**src/rtl/atm_tx_arbiter.sv**
```systemverilog
// atm_tx_arbiter: per-Tx-port round-robin cell arbiter and byte mux for the 4x4 ATM router.
// Optional macro ATM_TX_ARB_STATS_EN adds cell_count / grant_count statistics outputs.
`default_nettype none

module atm_tx_arbiter #(
  parameter int NUM_RX     = 4,
  parameter int CELL_BYTES = 53,
  parameter int DATA_W     = 8
) (
  input  logic                     clk,
  input  logic                     rst,
  input  logic [NUM_RX-1:0]        req,
  input  logic [NUM_RX*DATA_W-1:0] rx_data,
  input  logic [NUM_RX-1:0]        rx_valid,
  output logic [NUM_RX-1:0]        rx_ready,
  output logic [DATA_W-1:0]        tx_data,
  output logic                     tx_valid,
  input  logic                     tx_ready,
  output logic [NUM_RX-1:0]        grant,
  output logic                     busy,
  output logic                     cell_done
`ifdef ATM_TX_ARB_STATS_EN
  ,
  output logic [15:0]              cell_count,
  output logic [NUM_RX*16-1:0]     grant_count
`endif
);

  localparam int IDX_W = (NUM_RX > 1) ? $clog2(NUM_RX) : 1;
  localparam int CNT_W = (CELL_BYTES > 1) ? $clog2(CELL_BYTES) : 1;
  localparam logic [CNT_W-1:0] LAST_BYTE = CNT_W'(CELL_BYTES - 1);
  localparam logic [IDX_W-1:0] PTR_RST   = IDX_W'(NUM_RX - 1);

  typedef enum logic [0:0] {
    IDLE = 1'b0,
    XFER = 1'b1
  } state_t;

  state_t             state_q, state_d;
  logic [NUM_RX-1:0]  grant_q, grant_d;
  logic [IDX_W-1:0]   gidx_q, gidx_d;
  logic [IDX_W-1:0]   ptr_q, ptr_d;
  logic [CNT_W-1:0]   cnt_q, cnt_d;
  logic               done_q, done_d;

  logic               pick_vld;
  logic [IDX_W-1:0]   pick_idx;
  logic [IDX_W-1:0]   cand_idx;
  logic               beat;
  logic               last_beat;

  // Search starts one past the last owner so every requester is served within NUM_RX cells.
  always_comb begin
    pick_vld = 1'b0;
    pick_idx = '0;
    cand_idx = '0;
    for (int i = 1; i <= NUM_RX; i++) begin
      cand_idx = IDX_W'((int'(ptr_q) + i) % NUM_RX);
      if (!pick_vld && req[cand_idx]) begin
        pick_vld = 1'b1;
        pick_idx = cand_idx;
      end
    end
  end

  always_comb begin
    tx_data  = '0;
    tx_valid = 1'b0;
    rx_ready = '0;
    if (state_q == XFER) begin
      tx_data          = rx_data[gidx_q*DATA_W +: DATA_W];
      tx_valid         = rx_valid[gidx_q];
      rx_ready[gidx_q] = tx_ready;
    end
  end

  assign beat      = (state_q == XFER) && tx_valid && tx_ready;
  assign last_beat = beat && (cnt_q == LAST_BYTE);

  always_comb begin
    state_d = state_q;
    grant_d = grant_q;
    gidx_d  = gidx_q;
    ptr_d   = ptr_q;
    cnt_d   = cnt_q;
    done_d  = 1'b0;
    unique case (state_q)
      IDLE: begin
        if (pick_vld) begin
          state_d = XFER;
          gidx_d  = pick_idx;
          for (int i = 0; i < NUM_RX; i++) begin
            grant_d[i] = (pick_idx == IDX_W'(i));
          end
        end
      end
      XFER: begin
        // Grant is held regardless of req until the whole cell has been accepted.
        if (last_beat) begin
          state_d = IDLE;
          cnt_d   = '0;
          grant_d = '0;
          ptr_d   = gidx_q;
          done_d  = 1'b1;
        end else if (beat) begin
          cnt_d = cnt_q + CNT_W'(1);
        end
      end
      default: state_d = IDLE;
    endcase
  end

  always_ff @(posedge clk or negedge rst) begin
    if (!rst) begin
      state_q <= IDLE;
      grant_q <= '0;
      gidx_q  <= '0;
      ptr_q   <= PTR_RST;
      cnt_q   <= '0;
      done_q  <= 1'b0;
    end else begin
      state_q <= state_d;
      grant_q <= grant_d;
      gidx_q  <= gidx_d;
      ptr_q   <= ptr_d;
      cnt_q   <= cnt_d;
      done_q  <= done_d;
    end
  end

  assign grant     = grant_q;
  assign busy      = (state_q == XFER);
  assign cell_done = done_q;

`ifdef ATM_TX_ARB_STATS_EN
  logic [15:0]          cell_cnt_q;
  logic [NUM_RX*16-1:0] gcnt_q;

  // Counters step on the same edge that raises cell_done; 16-bit wrap is natural overflow.
  always_ff @(posedge clk or negedge rst) begin
    if (!rst) begin
      cell_cnt_q <= '0;
      gcnt_q     <= '0;
    end else if (last_beat) begin
      cell_cnt_q                <= cell_cnt_q + 16'd1;
      gcnt_q[gidx_q*16 +: 16]   <= gcnt_q[gidx_q*16 +: 16] + 16'd1;
    end
  end

  assign cell_count  = cell_cnt_q;
  assign grant_count = gcnt_q;
`endif

endmodule

`default_nettype wire
```
**config.mk**
```make
export PLATFORM = sky130hd
export DESIGN_NAME = atm_tx_arbiter
export DESIGN_NICKNAME = d
export VERILOG_FILES = /design/src/rtl/atm_tx_arbiter.sv
export SDC_FILE = /design/constraint.sdc
export NUM_CORES = 1
export LEC_CHECK = 0
export ABC_AREA = 1
export CAP_MARGIN = 20
export CORE_UTILIZATION = 60
export CTS_BUF_LIST = sky130_fd_sc_hd__clkbuf_8 sky130_fd_sc_hd__clkbuf_16
export CTS_CLUSTER_SIZE = 25
export DETAILED_ROUTE_END_ITERATION = 7
export DONT_BUFFER_PORTS = 1
export GPL_TIMING_DRIVEN = 0
export PLACE_DENSITY = 0.76
export SETUP_SLACK_MARGIN = 0.5
export SLEW_MARGIN = 0
export SYNTH_ARGS = -nofsm -noshare
export SYNTH_HDL_FRONTEND = slang
export SYNTH_SLANG_ARGS = --single-unit
export TNS_END_PERCENT = 20
```
**constraint.sdc**
```tcl
create_clock -name clk -period 3.9 [get_ports clk]
set_clock_uncertainty 0.15 [all_clocks]
set_input_delay 0.39 -clock clk [delete_from_list [all_inputs] [get_ports clk]]
set_output_delay 0.39 -clock clk [all_outputs]
set_load 0.05 [all_outputs]
```
==> summary.txt, run 1 <==
min-delay worst type: input pin to register
vias in the first global route: 1,215
EDFF count, synth: 0
Sw Share: 0.625
wire per inst: 14.3 µm
Yosys reg bits: 16
ant diodes: 0
Pre-Repair DR Iteration Count: 4
nature of the critical path endpoint: primary output
largest net degree at the start of global routing: 17
Max IR drop VDD: 621 µV
Die ar.: 2430 µm²
CTS tree: built
PnR Total Power: 0.00160 W
Final WS setup: 0.993 ns
TritonCTS buffer count: 3
CTS Buffer Depth: 2
crit path max-delay cell type: a21oi_1
Avg Cell Area, Syn: 7.42 µm²
max_slew headroom: 0.294
cell depth of the worst flop-to-flop path: 13
Starting Density: 0.658
hold depth: 2
final net count: 232
worst endpoint required time: 3.36 ns
top achievable clock speed: 0.344 GHz
P_leak: 0.721 nW
IO Port Bufs: 0
setup TNS: 0 ns
ys async rst share: 1.00
post-CTS setup buffers: 0
CP cell instances: inv_1 -> clkbuf_1 -> a21oi_1
initial antenna violation count: 0
hold path endpoint: cell_done$_DFF_PN0_
clk_lat worst skew: 0.26 ns
post-synthesis sequential area ratio: 0.300
RSZ-0062 raised after global routing: no
DP Worst Slack: 1.28 ns
H-tree depth: 1
first-pass GRT wire length: 5.15 mm
vias: 1,266
PD cells: 1100 nW/µm²
gpl congestion: 0.880
reg2reg end: grant[3]$_DFFE_PN0P_
DP HPWL: 2.44 mm
status: finished clean
combinational share of power: 0.676
DRC: 0
Rows: 16
dominant synthesized flop cell: dfrtp_1
clock tree sinks: 16
P_int: 0.000600 W
placed cell areas: 1390 µm²
Mapped Nets: 226
CP peak stage delay: 0.88 ns
crit-path max FO: 10
fin crit share: 0.745
Crit Reg-Reg Startpoint: ptr_q[0]$_DFFE_PN1P_
final instance area: 1460 µm²
Mapped Cells: 181
grt total ovfl: 0
synth warn: 0
share of cells above drive strength 1: 0.215
Core Region: 2040 µm²
final hold viol count: 0
Area Growth Syn to Fin: 8.47%
number of max-cap violations: 0
sequential power share: 0.231
final setup violation count: 0
crit path time final: 2.91 ns
Clock Tree Root: clkbuf_8
Clk pwr share: 0.093
total track usage: 0.285
Psw: 0.00100 W
Worst EP arrival: 2.37 ns
Vias/cell: 5.94
worst reg-to-reg setup slack: 2.07 ns
die width: 49.3 µm
Boundary Pins: 62
Layout fillers: 159
Worst-Margin Slew: 1.06 ns
Die Ht: 49.3 µm
CTS clk-pin slew, worst paths: 0.06 ns
max-slew violations: 0
DR iter-0 viols: 45
final WL: 3.05 mm
HP Start: tx_ready
CP startpoint kind: register
Synth cell types: 29
Mapped Area: 1340 µm²
antenna viol nets, final: 0
critical path type: register to primary output
==> worst max-delay path by stage <==
| stage | from | to | slack [ns] | cells past startpoint |
|---|---|---|---|---|
| 6_report | busy$_DFF_PN0_ | tx_data[7] | 0.99 | 3 |
| 4_1_cts | busy$_DFF_PN0_ | tx_data[7] | 0.99 | 3 |
| 2_1_floorplan | busy$_DFF_PN0_ | rx_ready[0] | 1.41 | 2 |
| 3_5_place_dp | busy$_DFF_PN0_ | tx_data[7] | 1.28 | 3 |
| 3_3_place_gp | busy$_DFF_PN0_ | rx_ready[2] | 1.24 | 2 |
| 5_1_grt | busy$_DFF_PN0_ | tx_data[2] | 0.86 | 3 |
==> layout by cell type (no fill, tap or decap), types with 2 or more instances in the layout <==
master and n:
a21oi_1 11, a22oi_1 16, buf_6 3, clkbuf_8 4
dfrtp_1 14, dfstp_2 2, ha_1 2, inv_1 15
inv_2 8, nand2_1 46, nand2_2 7, nand2_4 2
nand3_1 15, nand4_1 5, nor2_1 4, nor2_4 3
nor2_8 3, nor3_2 3, o21ai_0 4, o21ai_1 6
xor2_1 2
==> Yosys cell counts (all sizes together), types with 3 or more instances <==
cell	instances	share of area
nor3	4	0.015
nand2	55	0.18
inv	24	0.071
nand3	17	0.076
a22oi	16	0.089
dfrtp	14	0.26
nor2	10	0.081
nand4	6	0.033
a21oi	11	0.041
o21ai	10	0.037
buf	3	0.025
==> power by group through the flow <==
| stage | sequential, W | combinational, W | clock (W) |
|---|---|---|---|
| after floorplan | 0.000356 | 0.000959 | 0 |
| after global placement | 0.000368 | 0.00104 | 0 |
| after detailed placement | 0.000373 | 0.00108 | 0 |
| after CTS | 0.000370 | 0.00108 | 0.000151 |
| after global routing | 0.000379 | 0.00118 | 0.000158 |
| final | 0.000370 | 0.00108 | 0.000149 |
==> final cells by class <==
class                           count  area, µm²  share of cell area
Buffer                              4       37.5              0.0258
Multi-Input combinational cell    136        818               0.561
Tap cell                           27       33.8              0.0232
Inverter                           25        100              0.0687
Clock buffer                        4       55.1              0.0378
Timing Repair Buffer                1       10.0             0.00687
Sequential cell                    16        403               0.276
==> per-layer routing <==
layer | share of wire | up-vias | global-route usage | wire length [µm]
li1 | - | 622 | - | -
met5 | 0 | - | 0 | 0
met1 | 0.41 | 577 | 0.320 | 1260
met4 | 0.040 | 0 | 0.172 | 121
met3 | 0.070 | 13 | 0.0748 | 213
met2 | 0.48 | 54 | 0.479 | 1450
==> logic make-up (layout without fill, tap and decap cells) <==
group / count (synthesis) / after routing / share of synthesized area
compound gates: 39 / 39 / 0.179
xor+xnor: 2 / 2 / 0.0130
fa+ha+maj: 2 / 2 / 0.0186
buf+inv: 29 / 34 / 0.102
flops: 16 / 16 / 0.300
simple gates: 93 / 93 / 0.387
==> per-stage QoR <==
step | cells | hold slack, ns | utilization
2_1_floorplan | 181 | -0.0556 | -
3_3_place_gp | 208 | -0.0553 | 0.675
3_5_place_dp | 208 | -0.0552 | 0.682
4_1_cts | 213 | 0.205 | 0.714
5_1_grt | 213 | 0.208 | 0.714
6_report | 213 | 0.208 | 0.714
==> state kept, by name (all words and copies together), names as in the netlist <==
register / flops
grant: 4
cell_done: 1
ptr_q: 2
cnt_q: 6
gidx_q: 2
busy: 1
==> worst max-delay path, delay by kind of cell (launching register included) <==
family	cells	cell delay, ns
flip-flops	1	0.73
AO/OA/AOI/OAI	1	0.88
buffers and inverters	2	0.49
==> repair_timing <==
item | 4_1_cts | 5_1_grt
hold endpoints to repair | 16 | 0
gates resized for setup | 0 | 0
hold buffers | 1 | 0
(Power assumes the default switching activity.)
==> inputs of run 2 (changes only) <==
- CORE_UTILIZATION: 60 -> 56
- PLACE_DENSITY: 0.76 -> 0.74
- clock period: 3.9 -> 2.45 ns (I/O delays scaled with it)
==> run 2 against run 1 <==
Compared with the run above:
- power up 84%
- die area up 6.8%
- critical path type unchanged
- largest power group unchanged
- worst setup slack worse by 0.50 ns
- sequential power increased by 59%
- highest routed layer unchanged
- register-to-register slack worse by 1.5 ns
- critical endpoint is now tx_data[5]
==> summary.txt, run 2 (synthesis results as in run 1) <==
antenna viol nets, final: 0 (unchanged)
DP Worst Slack: -0.00656 ns (-1.28 ns)
final WL: 3.70 mm (+22%)
final instance area: 1650 µm² (+13%)
crit path time final: 1.96 ns
Crit Reg-Reg Startpoint: ptr_q[0]$_DFFE_PN1P_
initial antenna violation count: 0 (unchanged)
placed cell areas: 1400 µm² (+0.63%)
Clock Tree Root: clkbuf_8
PnR Total Power: 0.00294 W (+84%)
DR iter-0 viols: 47 (+4.4%)
PD cells: 1780 nW/µm² (+62%)
Max IR drop VDD: 1080 µV (+75%)
most common cell after layout, fill and taps aside: nand2_1
sequential power share: 0.201 (-0.030)
nature of the critical path endpoint: primary output
Layout fillers: 173 (+8.8%)
hold depth: 2 (unchanged)
clk_lat worst skew: 0.25 ns (about the same)
final hold viol count: 0 (unchanged)
Boundary Pins: 62 (unchanged)
worst endpoint required time: 2.06 ns (-1.30 ns)
Rows: 17 (+1)
crit-path max FO: 9 (-1)
Psw: 0.00179 W (+79%)
clock tree sinks: 16 (unchanged)
Final WS setup: 0.492 ns (-0.501 ns)
met2 WL: 1.83 mm (+26%)
P_int: 0.00115 W (+92%)
grt total ovfl: 0 (unchanged)
Area Growth Syn to Fin: 22.6%
final setup violation count: 0 (unchanged)
CP cell instances: buf_8 -> buf_4 -> nor2_4 -> a22oi_1 -> a21oi_4
crit path max-delay cell type: dfrtp_1
vias: 1,393 (+10%)
IO Port Bufs: 0 (unchanged)
Pre-Repair DR Iteration Count: 4 (unchanged)
Die Ht: 51.0 µm (+3.4%)
Core Region: 2230 µm² (+9.4%)
gpl congestion: 0.908 (+3.1%)
DRC: 0 (unchanged)
Clk pwr share: 0.069 (-0.024)
final core utilization: 0.738 (+0.0240)
top achievable clock speed: 0.511 GHz
combinational share of power: 0.731 (+0.055)
TritonCTS buffer count: 3 (unchanged)
RSZ-0062 raised after global routing: yes
Die ar.: 2600 µm² (+6.8%)
uppermost layer routed: met4
Most flops, register: cnt_q
DP HPWL: 2.44 mm (about the same)
CTS clk-pin slew, worst paths: 0.06 ns (about the same)
worst reg-to-reg setup slack: 0.56 ns (-1.51 ns)
max-slew violations: 0 (unchanged)
DR WL met3: 296 µm (+39%)
final net count: 243 (+4.7%)
hold slack: 0.0610 ns (-0.147 ns)
hold path endpoint: cell_done$_DFF_PN0_
ant diodes: 0 (unchanged)
largest net degree at the start of global routing: 17 (unchanged)
H-tree depth: 1 (unchanged)
Starting Density: 0.602 (-0.0564)
Worst EP arrival: 1.56 ns (-0.81 ns)
max_slew headroom: 0.538 (+0.244)
CP startpoint kind: register
critical path type: register to primary output
CTS Buffer Depth: 2 (unchanged)
commonest cells after routing, fill and taps aside: nand2_1 (46), a22oi_1 (16), inv_1 (15), nand3_1 (15), dfrtp_1 (13)
total track usage: 0.278 (-0.00777)
reg2reg end: grant[1]$_DFFE_PN0P_
share of cells above drive strength 1: 0.305 (+0.0895)
Worst-Margin Slew: 0.691 ns (-0.371 ns)
P_leak: 0.789 nW (+9.4%)
wire per inst: 16.4 µm (+15%)
min-delay worst type: input pin to register
status: finished clean
die width: 51.0 µm (+3.4%)
CTS tree: built
fin crit share: 0.799
cell depth of the worst flop-to-flop path: 10 (-3)
CP peak stage delay: 0.38 ns (-0.50 ns)
M1 WL: 1.48 mm (+18%)
number of flip-flops in the largest register: 6 (unchanged)
first-pass GRT wire length: 5.35 mm (+3.9%)
number of max-cap violations: 0 (unchanged)
HP Start: tx_ready
vias in the first global route: 1,265 (+4.1%)
Sw Share: 0.608 (-0.0172)
Vias/cell: 6.19 (+4.2%)
run 2: changes by cell type in the layout (fill, tap and decap cells not counted), sizes merged:
| cell | change |
|---|---|
| inv | +1 |
| buf | +8 |
| nor2 | +3 |
| clkbuf | -1 |
run 2: critical path: cells and delay by family (launching register included):
family	cells	cell delay, ns
flip-flops	1	0.38
buffers and inverters	2	0.30
AO/OA/AOI/OAI	2	0.50
AND/OR/NAND/NOR	1	0.13
run 2: power by group through the flow:
stage,Sequential (W),Combinational [W],Clock [W]
after floorplan,0.000567,0.00153,0
after global placement,0.000585,0.00166,0
after detailed placement,0.000590,0.00173,0
after CTS,0.000586,0.00194,0.000207
after global routing,0.000604,0.00229,0.000216
final,0.000590,0.00215,0.000202
run 2: layout make-up:
class	instances	area (µm²)	area share
Timing Repair Buffer	9	82.6	0.0501
Multi-Input combinational cell	139	927	0.563
Buffer	4	51.3	0.0311
Tap cell	28	35.0	0.0213
Sequential cell	16	404	0.245
Clock inverter	1	3.75	0.00228
Clock buffer	3	41.3	0.0251
Inverter	25	103	0.0623
run 2: routing by layer:
layer | vias to the layer above | global-route usage
met5 | - | 0
met4 | 0 | 0.120
met3 | 8 | 0.0506
met2 | 71 | 0.502
met1 | 667 | 0.314
li1 | 647 | -
run 2: worst max-delay path by stage:
stage | end | slack, ns | startpoint
floorplan | rx_ready[0] | 0.10 | busy$_DFF_PN0_
global placement | tx_data[3] | 0.006 | busy$_DFF_PN0_
detailed placement | tx_data[6] | -0.007 | busy$_DFF_PN0_
CTS | tx_valid | 0.37 | gidx_q[0]$_DFFE_PN0P_
global route | tx_data[3] | 0.44 | gidx_q[1]$_DFFE_PN0P_
finish | tx_data[5] | 0.49 | gidx_q[0]$_DFFE_PN0P_
run 2: timing repair:
action,4_1_cts,5_1_grt
hold buffers,1,0
setup endpoints to repair,13,13
endpoints found under the hold margin,16,0
cloned,0,3
setup buffers,0,5
pin swaps,0,7
resized for setup,22,4
run 2: stage by stage:
step	instances	TNS (ns)
detailed placement	212	-0.00656
CTS	217	0
finish	225	0
global placement	209	0
global route	225	0
floorplan	181	0
